===== src/rtl/mem_arbiter.sv =====
// Single-port memory arbiter: shares one memory port between instruction fetch and
// the load/store path, one transaction at a time, data-first with a fetch starvation guard.
module mem_arbiter #(
    parameter int unsigned ADDR_W       = 32,
    parameter int unsigned DATA_W       = 32,
    parameter int unsigned STARVE_LIMIT = 4
) (
    input  logic              clk,
    input  logic              reset,
    input  logic              if_req,
    input  logic [ADDR_W-1:0] if_addr,
    output logic              if_gnt,
    output logic              if_rvalid,
    output logic [DATA_W-1:0] if_rdata,
    input  logic              d_req,
    input  logic              d_we,
    input  logic [ADDR_W-1:0] d_addr,
    input  logic [DATA_W-1:0] d_wdata,
    output logic              d_gnt,
    output logic              d_rvalid,
    output logic [DATA_W-1:0] d_rdata,
    output logic              mem_req,
    output logic              mem_we,
    output logic [ADDR_W-1:0] mem_addr,
    output logic [DATA_W-1:0] mem_wdata,
    input  logic              mem_ack,
    input  logic [DATA_W-1:0] mem_rdata
);

    localparam int unsigned CNT_W = 4;
    localparam logic [CNT_W-1:0] STARVE_MAX = CNT_W'(STARVE_LIMIT);

    typedef enum logic [1:0] {
        ST_IDLE,
        ST_BUSY_IF,
        ST_BUSY_D,
        ST_RESP
    } state_t;

    state_t            state_q, state_d;
    logic [CNT_W-1:0]  starve_q, starve_d;
    logic              mem_req_q, mem_req_d;
    logic              mem_we_q, mem_we_d;
    logic [ADDR_W-1:0] mem_addr_q, mem_addr_d;
    logic [DATA_W-1:0] mem_wdata_q, mem_wdata_d;
    logic              if_rvalid_q, if_rvalid_d;
    logic [DATA_W-1:0] if_rdata_q, if_rdata_d;
    logic              d_rvalid_q, d_rvalid_d;
    logic [DATA_W-1:0] d_rdata_q, d_rdata_d;

    // Arbitration, memory sequencing and response capture
    always_comb begin
        state_d     = state_q;
        starve_d    = starve_q;
        mem_req_d   = mem_req_q;
        mem_we_d    = mem_we_q;
        mem_addr_d  = mem_addr_q;
        mem_wdata_d = mem_wdata_q;
        if_rvalid_d = 1'b0;
        if_rdata_d  = if_rdata_q;
        d_rvalid_d  = 1'b0;
        d_rdata_d   = d_rdata_q;
        if_gnt      = 1'b0;
        d_gnt       = 1'b0;

        case (state_q)
            ST_IDLE: begin
                if (!reset) begin
                    // Fetch wins uncontended, or once data has starved it long enough
                    if (if_req && (!d_req || starve_q == STARVE_MAX)) begin
                        if_gnt      = 1'b1;
                        state_d     = ST_BUSY_IF;
                        mem_req_d   = 1'b1;
                        mem_we_d    = 1'b0;
                        mem_addr_d  = if_addr;
                        mem_wdata_d = '0;
                        starve_d    = '0;
                    end else if (d_req) begin
                        d_gnt       = 1'b1;
                        state_d     = ST_BUSY_D;
                        mem_req_d   = 1'b1;
                        mem_we_d    = d_we;
                        mem_addr_d  = d_addr;
                        mem_wdata_d = d_wdata;
                        if (if_req && starve_q != STARVE_MAX) begin
                            starve_d = starve_q + CNT_W'(1);
                        end
                    end
                end
            end
            ST_BUSY_IF: begin
                if (mem_ack) begin
                    mem_req_d   = 1'b0;
                    mem_we_d    = 1'b0;
                    if_rdata_d  = mem_rdata;
                    if_rvalid_d = 1'b1;
                    state_d     = ST_RESP;
                end
            end
            ST_BUSY_D: begin
                if (mem_ack) begin
                    mem_req_d  = 1'b0;
                    mem_we_d   = 1'b0;
                    d_rdata_d  = mem_we_q ? '0 : mem_rdata;
                    d_rvalid_d = 1'b1;
                    state_d    = ST_RESP;
                end
            end
            ST_RESP: begin
                state_d = ST_IDLE;
            end
            default: begin
                state_d = ST_IDLE;
            end
        endcase
    end

    always_ff @(posedge clk) begin
        if (reset) begin
            state_q     <= ST_IDLE;
            starve_q    <= '0;
            mem_req_q   <= 1'b0;
            mem_we_q    <= 1'b0;
            mem_addr_q  <= '0;
            mem_wdata_q <= '0;
            if_rvalid_q <= 1'b0;
            if_rdata_q  <= '0;
            d_rvalid_q  <= 1'b0;
            d_rdata_q   <= '0;
        end else begin
            state_q     <= state_d;
            starve_q    <= starve_d;
            mem_req_q   <= mem_req_d;
            mem_we_q    <= mem_we_d;
            mem_addr_q  <= mem_addr_d;
            mem_wdata_q <= mem_wdata_d;
            if_rvalid_q <= if_rvalid_d;
            if_rdata_q  <= if_rdata_d;
            d_rvalid_q  <= d_rvalid_d;
            d_rdata_q   <= d_rdata_d;
        end
    end

    assign mem_req   = mem_req_q;
    assign mem_we    = mem_we_q;
    assign mem_addr  = mem_addr_q;
    assign mem_wdata = mem_wdata_q;
    assign if_rvalid = if_rvalid_q;
    assign if_rdata  = if_rdata_q;
    assign d_rvalid  = d_rvalid_q;
    assign d_rdata   = d_rdata_q;

endmodule


===== config.mk =====
export PLATFORM = sky130hd
export DESIGN_NAME = mem_arbiter
export DESIGN_NICKNAME = d
export VERILOG_FILES = /design/src/rtl/mem_arbiter.sv
export SDC_FILE = /design/constraint.sdc
export NUM_CORES = 1
export LEC_CHECK = 0
export CELL_PAD_IN_SITES_DETAIL_PLACEMENT = 0
export CELL_PAD_IN_SITES_GLOBAL_PLACEMENT = 1
export CORE_UTILIZATION = 28
export DETAILED_ROUTE_END_ITERATION = 8
export PLACE_DENSITY = 0.88
export SYNTH_ARGS = -nofsm -noshare
export SYNTH_HDL_FRONTEND = slang
export SYNTH_SLANG_ARGS = --single-unit

===== constraint.sdc =====
create_clock -name clk -period 2.1 [get_ports clk]
set_input_delay 0.42 -clock clk [delete_from_list [all_inputs] [get_ports clk]]
set_output_delay 0.42 -clock clk [all_outputs]
set_load 0.02 [all_outputs]

# Word-level counts from Yosys, hierarchy flattened
# Cells that the tools add are included.
[totals]
out_inout_bits = 134
wordCells = 64
register_bits = 138
[classes]
add_sub_neg = 1
eq_ne = 7
bitwise_logic = 2
n_reduce_logical = 17
n_mux = 27
[ops]
columns = ["op", "count"]
rows = [
  ["$mux 32", 5],
  ["$mux 1", 13],
  ["$mux 4", 3],
  ["$reduce_and 2->1", 4],
  ["$mux 2", 3],
  ["$pmux 2 s3", 1],
  ["$reduce_and 3->1", 2],
  ["$reduce_bool 2->1", 3],
  ["$reduce_or 2->1", 3],
  ["$add 4x1->4 const B", 1],
  ["$eq 2x2->1 const B", 2],
  ["$eq 4x3->1 const B", 1],
  ["$ne 4x3->1 const B", 1],
  ["$pmux 1 s2", 2],
  ["$ne 3x3->1 const B", 1],
  ["$eq 2x1->1 const B", 1],
  ["$logic_and 1x1->1", 2],
  ["$logic_not 2->1", 1],
  ["$ne 2x1->1 const B", 1],
  ["$not 1->1", 2],
  ["$logic_not 1->1", 1],
  ["$logic_or 1x1->1", 1],
]

# Depth between registers and ports, before layout
[logic_depth]
word_depth = 6
depth_mapped = 7
depth_no_buf = 5

# Worst setup path before layout
# OpenSTA, ideal clock, no wires.
[synth_path]
path_type = "reg2out"
from = "reg state_q[0]"
to = "out if_gnt"
n_path_buf = 2
t_arrival_ns = 1.450
path_slack_ns = 0.230
stages_incl_launch_ff = 6
t_required_ns = 1.680
cell_sequence = "dfxtp_1 > inv_1 > ha_1 > clkbuf_1 > clkbuf_1 > and3_1"
[synth_between]
elab_chain_len = 2
[synth_rtl]
columns = ["element", "line_no", "source"]
rows = [
  ["start, declared", "40", "state_t state_q, state_d;"],
  ["start signal, assigned", "131", "state_q <= state_d;"],
  ["$logic_not 2->1", "66", "case (state_q)"],
  ["$mux 1", "66", ""],
  ["end, declared", "12", "output logic if_gnt,"],
]
# No other way between the ends.

# Final worst setup path
[layout_path]
from = "reg starve_q[0]"
to = "out if_gnt"
[layout_between]
elab_chain_len = 6
[layout_rtl]
columns = ["element", "line_no", "source"]
rows = [
  ["start, declared", "41", "logic [CNT_W-1:0] starve_q, starve_d;"],
  ["start signal, assigned", "132", "starve_q <= starve_d;"],
  ["$eq 4x3->1", "70", "if (if_req && (!d_req || starve_q == STARVE_MAX)) begin"],
  ["$logic_or 1x1->1", "70", ""],
  ["$logic_and 1x1->1", "70", ""],
  ["$mux 1", "70", ""],
  ["$mux 1", "68", "if (!reset) begin"],
  ["$mux 1", "66", ""],
]
# No other way between the ends.

==> impl_metrics.json <==
{
  "max-slew-margin-rel_pct": 50.6,
  "floorplan.core_area_um2": 18700,
  "grt.overflow.total": 0,
  "fin_setup_tns_ps": 0,
  "groute.usage.overall_pct": 18.7,
  "antenna_left": 0,
  "timing.hold.ws_ps": 452,
  "numCtsBuffers": 17,
  "mostFrequentLayoutCells": "262 x clkdlybuf4s50_1, 137 x dfxtp_1, 105 x nand2_1, 67 x a21oi_1",
  "rsz_0062_raised_after_global_routing": "no",
  "cts_root_buffer": "clkbuf_16",
  "fp.dieH_um": 140,
  "timing.hold.worst.start": "mem_wdata[21]",
  "timing.rr.start": "starve_q[0]",
  "yosysWarningCount": 0,
  "sequential_cell_area_fraction_in_the_yosys_report_pct": 51.6,
  "grt_max_degree": 66,
  "worst_slew_pin_slew_ps": 741,
  "ir_worst_vdd_mv": 0.494,
  "setup_crit_end_kind": "output pin",
  "syn_avg_cell_area_um2": 8.66,
  "setup_viol_count_final": 0,
  "timing.fmax_mhz": 505,
  "count_of_tritonroute_iterations_in_the_first_routing_pass": 5,
  "viasPerCell": 5.00,
  "worst_skew_pair.late_latency_ps": 420,
  "global_route.usage.met2_pct": 31.0,
  "design.final.nets": 1009,
  "timing.critical_path.from_type": "flip-flop",
  "p_total_w": 0.0101,
  "setup.worst_path.class": "flip-flop to output pin",
  "cellPowerDensity_nw_per_um2": 1140,
  "synth_fp_nets": 759,
  "cts_sinks": 138,
  "worst_setup_path_startpoint": "starve_q[0]",
  "grt-busiest-layer": "met2",
  "synth.distinct_cells": 38,
  "cts_tree": "done",
  "diodes": 0,
  "synth_simple_gate_area_share_pct": 17.4,
  "timing.final.crit_period_ps": 1980,
  "number_of_storage_elements_in_the_synthesis_netlist": 138,
  "global_route_wire_length_before_repair_um": 29100,
  "drive_gt1_share_pct": 7.94,
  "timing.max_cap.violations": 0,
  "boundary_pins": 268,
  "gr-usage-met1_pct": 21.9,
  "final.fill_count": 1767,
  "area_growth_pct": 66.8,
  "use_met3_pct": 7.66,
  "r2r_cell_count": 7,
  "worst-endpoint-required_ps": 1680,
  "synth-adder-area-share_pct": 1.40,
  "buffer_ports.inserted": 267,
  "detail_route.wirelength_um": 18100,
  "synth_compound_gate_area_share_pct": 24.2,
  "floorplan.initialDensity_pct": 28.6,
  "clk_pin_slew_ps": 60,
  "drt_iter0_drc": 188,
  "leakagePower_nw": 3.21,
  "num_rows": 50,
  "fp.dieArea_um2": 19700,
  "syn_area_um2": 5360,
  "die_w_um": 140,
  "final_hold_viol_count": 0,
  "yosys-mux-area-fraction_pct": 0,
  "post_synth_xor_area_fraction_pct": 0,
  "h-tree-depth": 4,
  "globalplace.congestion": 0.760,
  "grt_antenna_before_repair": 1,
  "timing_max_transition_violations_final": 0,
  "crit_path_max_fanout": 2,
  "synth_cells": 619,
  "post-dp-hpwl_um": 12400,
  "cts.hold.buffers_added": 0,
  "timing.hold.worst.class": "flip-flop to flip-flop",
  "drt_drc_violations_left": 0,
  "layout_commonest_cell": "clkdlybuf4s50_1",
  "main_combinational_cell_family_by_area_after_synthesis": "compound AO/OA/AOI/OAI gates",
  "longest_clk_path_bufs": 2,
  "critPathArrivalTime_ps": 1560,
  "dr_total_vias": 5581,
  "post-route-period-util_pct": 94.3,
  "min_delay_path_depth": 2,
  "status": "finished, final reports clean",
  "fin_skew_ps": 11.7,
  "avgRoutedWirePerCell_um": 16.2,
  "via_count_of_the_first_global_routing_pass": 5450
}
[flip-flops by register name, summed over array words and instances (netlist names)]
| register | cells |
|---|---|
| d_rdata | 32 |
| if_rdata | 32 |
| mem_addr | 32 |
| mem_wdata | 32 |
| starve_q | 4 |
| state_q | 2 |
| d_rvalid | 1 |
| if_rvalid | 1 |
| mem_req | 1 |
| mem_we | 1 |
[cells in the mapped netlist]
library cell / n / area share (%)
nor3_1: 3 / 0.28
and3b_1: 1 / 0.16
o2bb2ai_1: 1 / 0.16
nand2_1: 106 / 7.4
nand4_1: 32 / 3.7
o21a_1: 1 / 0.14
buf_4: 1 / 0.14
buf_2: 12 / 1.1
o21ai_1: 1 / 0.093
o21ai_0: 32 / 3.0
or2_2: 1 / 0.12
ha_1: 6 / 1.4
buf_6: 1 / 0.21
a31oi_1: 34 / 4.0
nor3b_1: 2 / 0.28
nand2b_1: 1 / 0.12
inv_1: 6 / 0.42
dfxtp_1: 138 / 52
a32o_1: 1 / 0.19
a221oi_1: 1 / 0.16
a22o_1: 32 / 5.2
and3_1: 1 / 0.12
nand3_1: 34 / 3.2
buf_1: 11 / 0.77
nor2_1: 5 / 0.35
nor2b_1: 2 / 0.23
or4_1: 3 / 0.42
and2_1: 1 / 0.12
o32ai_1: 1 / 0.16
nor4_1: 1 / 0.12
clkinv_1: 1 / 0.070
nand4b_1: 2 / 0.33
a21boi_0: 1 / 0.14
or3_1: 2 / 0.23
a21oi_1: 68 / 6.4
clkbuf_1: 39 / 2.7
nand3b_1: 1 / 0.14
o211ai_1: 33 / 4.6
[cells by family after synthesis]
logic type / count (synthesis)
compound gates: 206
simple gates: 198
flops: 138
buf+inv: 71
fa+ha+maj: 6
[worst paths after layout]
| kind | end | slack [ps] |
|---|---|---|
| worst max-delay path | if_gnt | 120 |
| worst min-delay path | mem_wdata[21] | 450 |
| worst max register to register | mem_wdata[3] | 230 |
| worst min register to register | mem_wdata[21] | 450 |
[per-layer routing]
metal | up-vias | share of wire (%)
met4 | 2 | 1.1
met2 | 224 | 48
met5 | - | 0.072
li1 | 2745 | -
met1 | 2597 | 41
met3 | 13 | 9.7
[metrics by stage]
stage	cell area, um^2	util (%)	setup slack, ps	instances
3_5_place_dp	8350	44.6	-429	1083
6_report	8940	47.8	119	1116
3_3_place_gp	8350	44.6	-434	1083
2_1_floorplan	5360	-	230	619
5_1_grt	8940	47.8	38.2	1116
4_1_cts	8940	47.8	0.284	1115
[worst max-delay path: stages, from the launching register on]
cell      delay (ps)
dfxtp_1          330
inv_1             50
ha_1             210
nand4b_1         130
nand2_2           90
and3_1           180
buf_2            150
[final cells by class]
cell class / count / area, um^2 / share of cell area, %
tap: 234 / 293 / 3.28
clock buffer: 19 / 443 / 4.96
sequential: 138 / 2760 / 30.9
timing repair buffer: 295 / 2950 / 33.0
clock inverter: 13 / 143 / 1.60
multi-input combinational: 410 / 2320 / 25.9
inverter: 7 / 26.3 / 0.294
[repair_timing]
item / 4_1_cts / 5_1_grt
resized for setup: 8 / 3
endpoints found under the setup margin: 2 / 2
pin swaps: 1 / 0
setup buffers: 0 / 1
[power by group]
group	switching, W	internal [W]	total (W)
clock	0.00119	0.00179	0.00297
sequential	0.000270	0.00315	0.00342
combinational	0.00203	0.00172	0.00375
(Power assumes the default switching activity.)
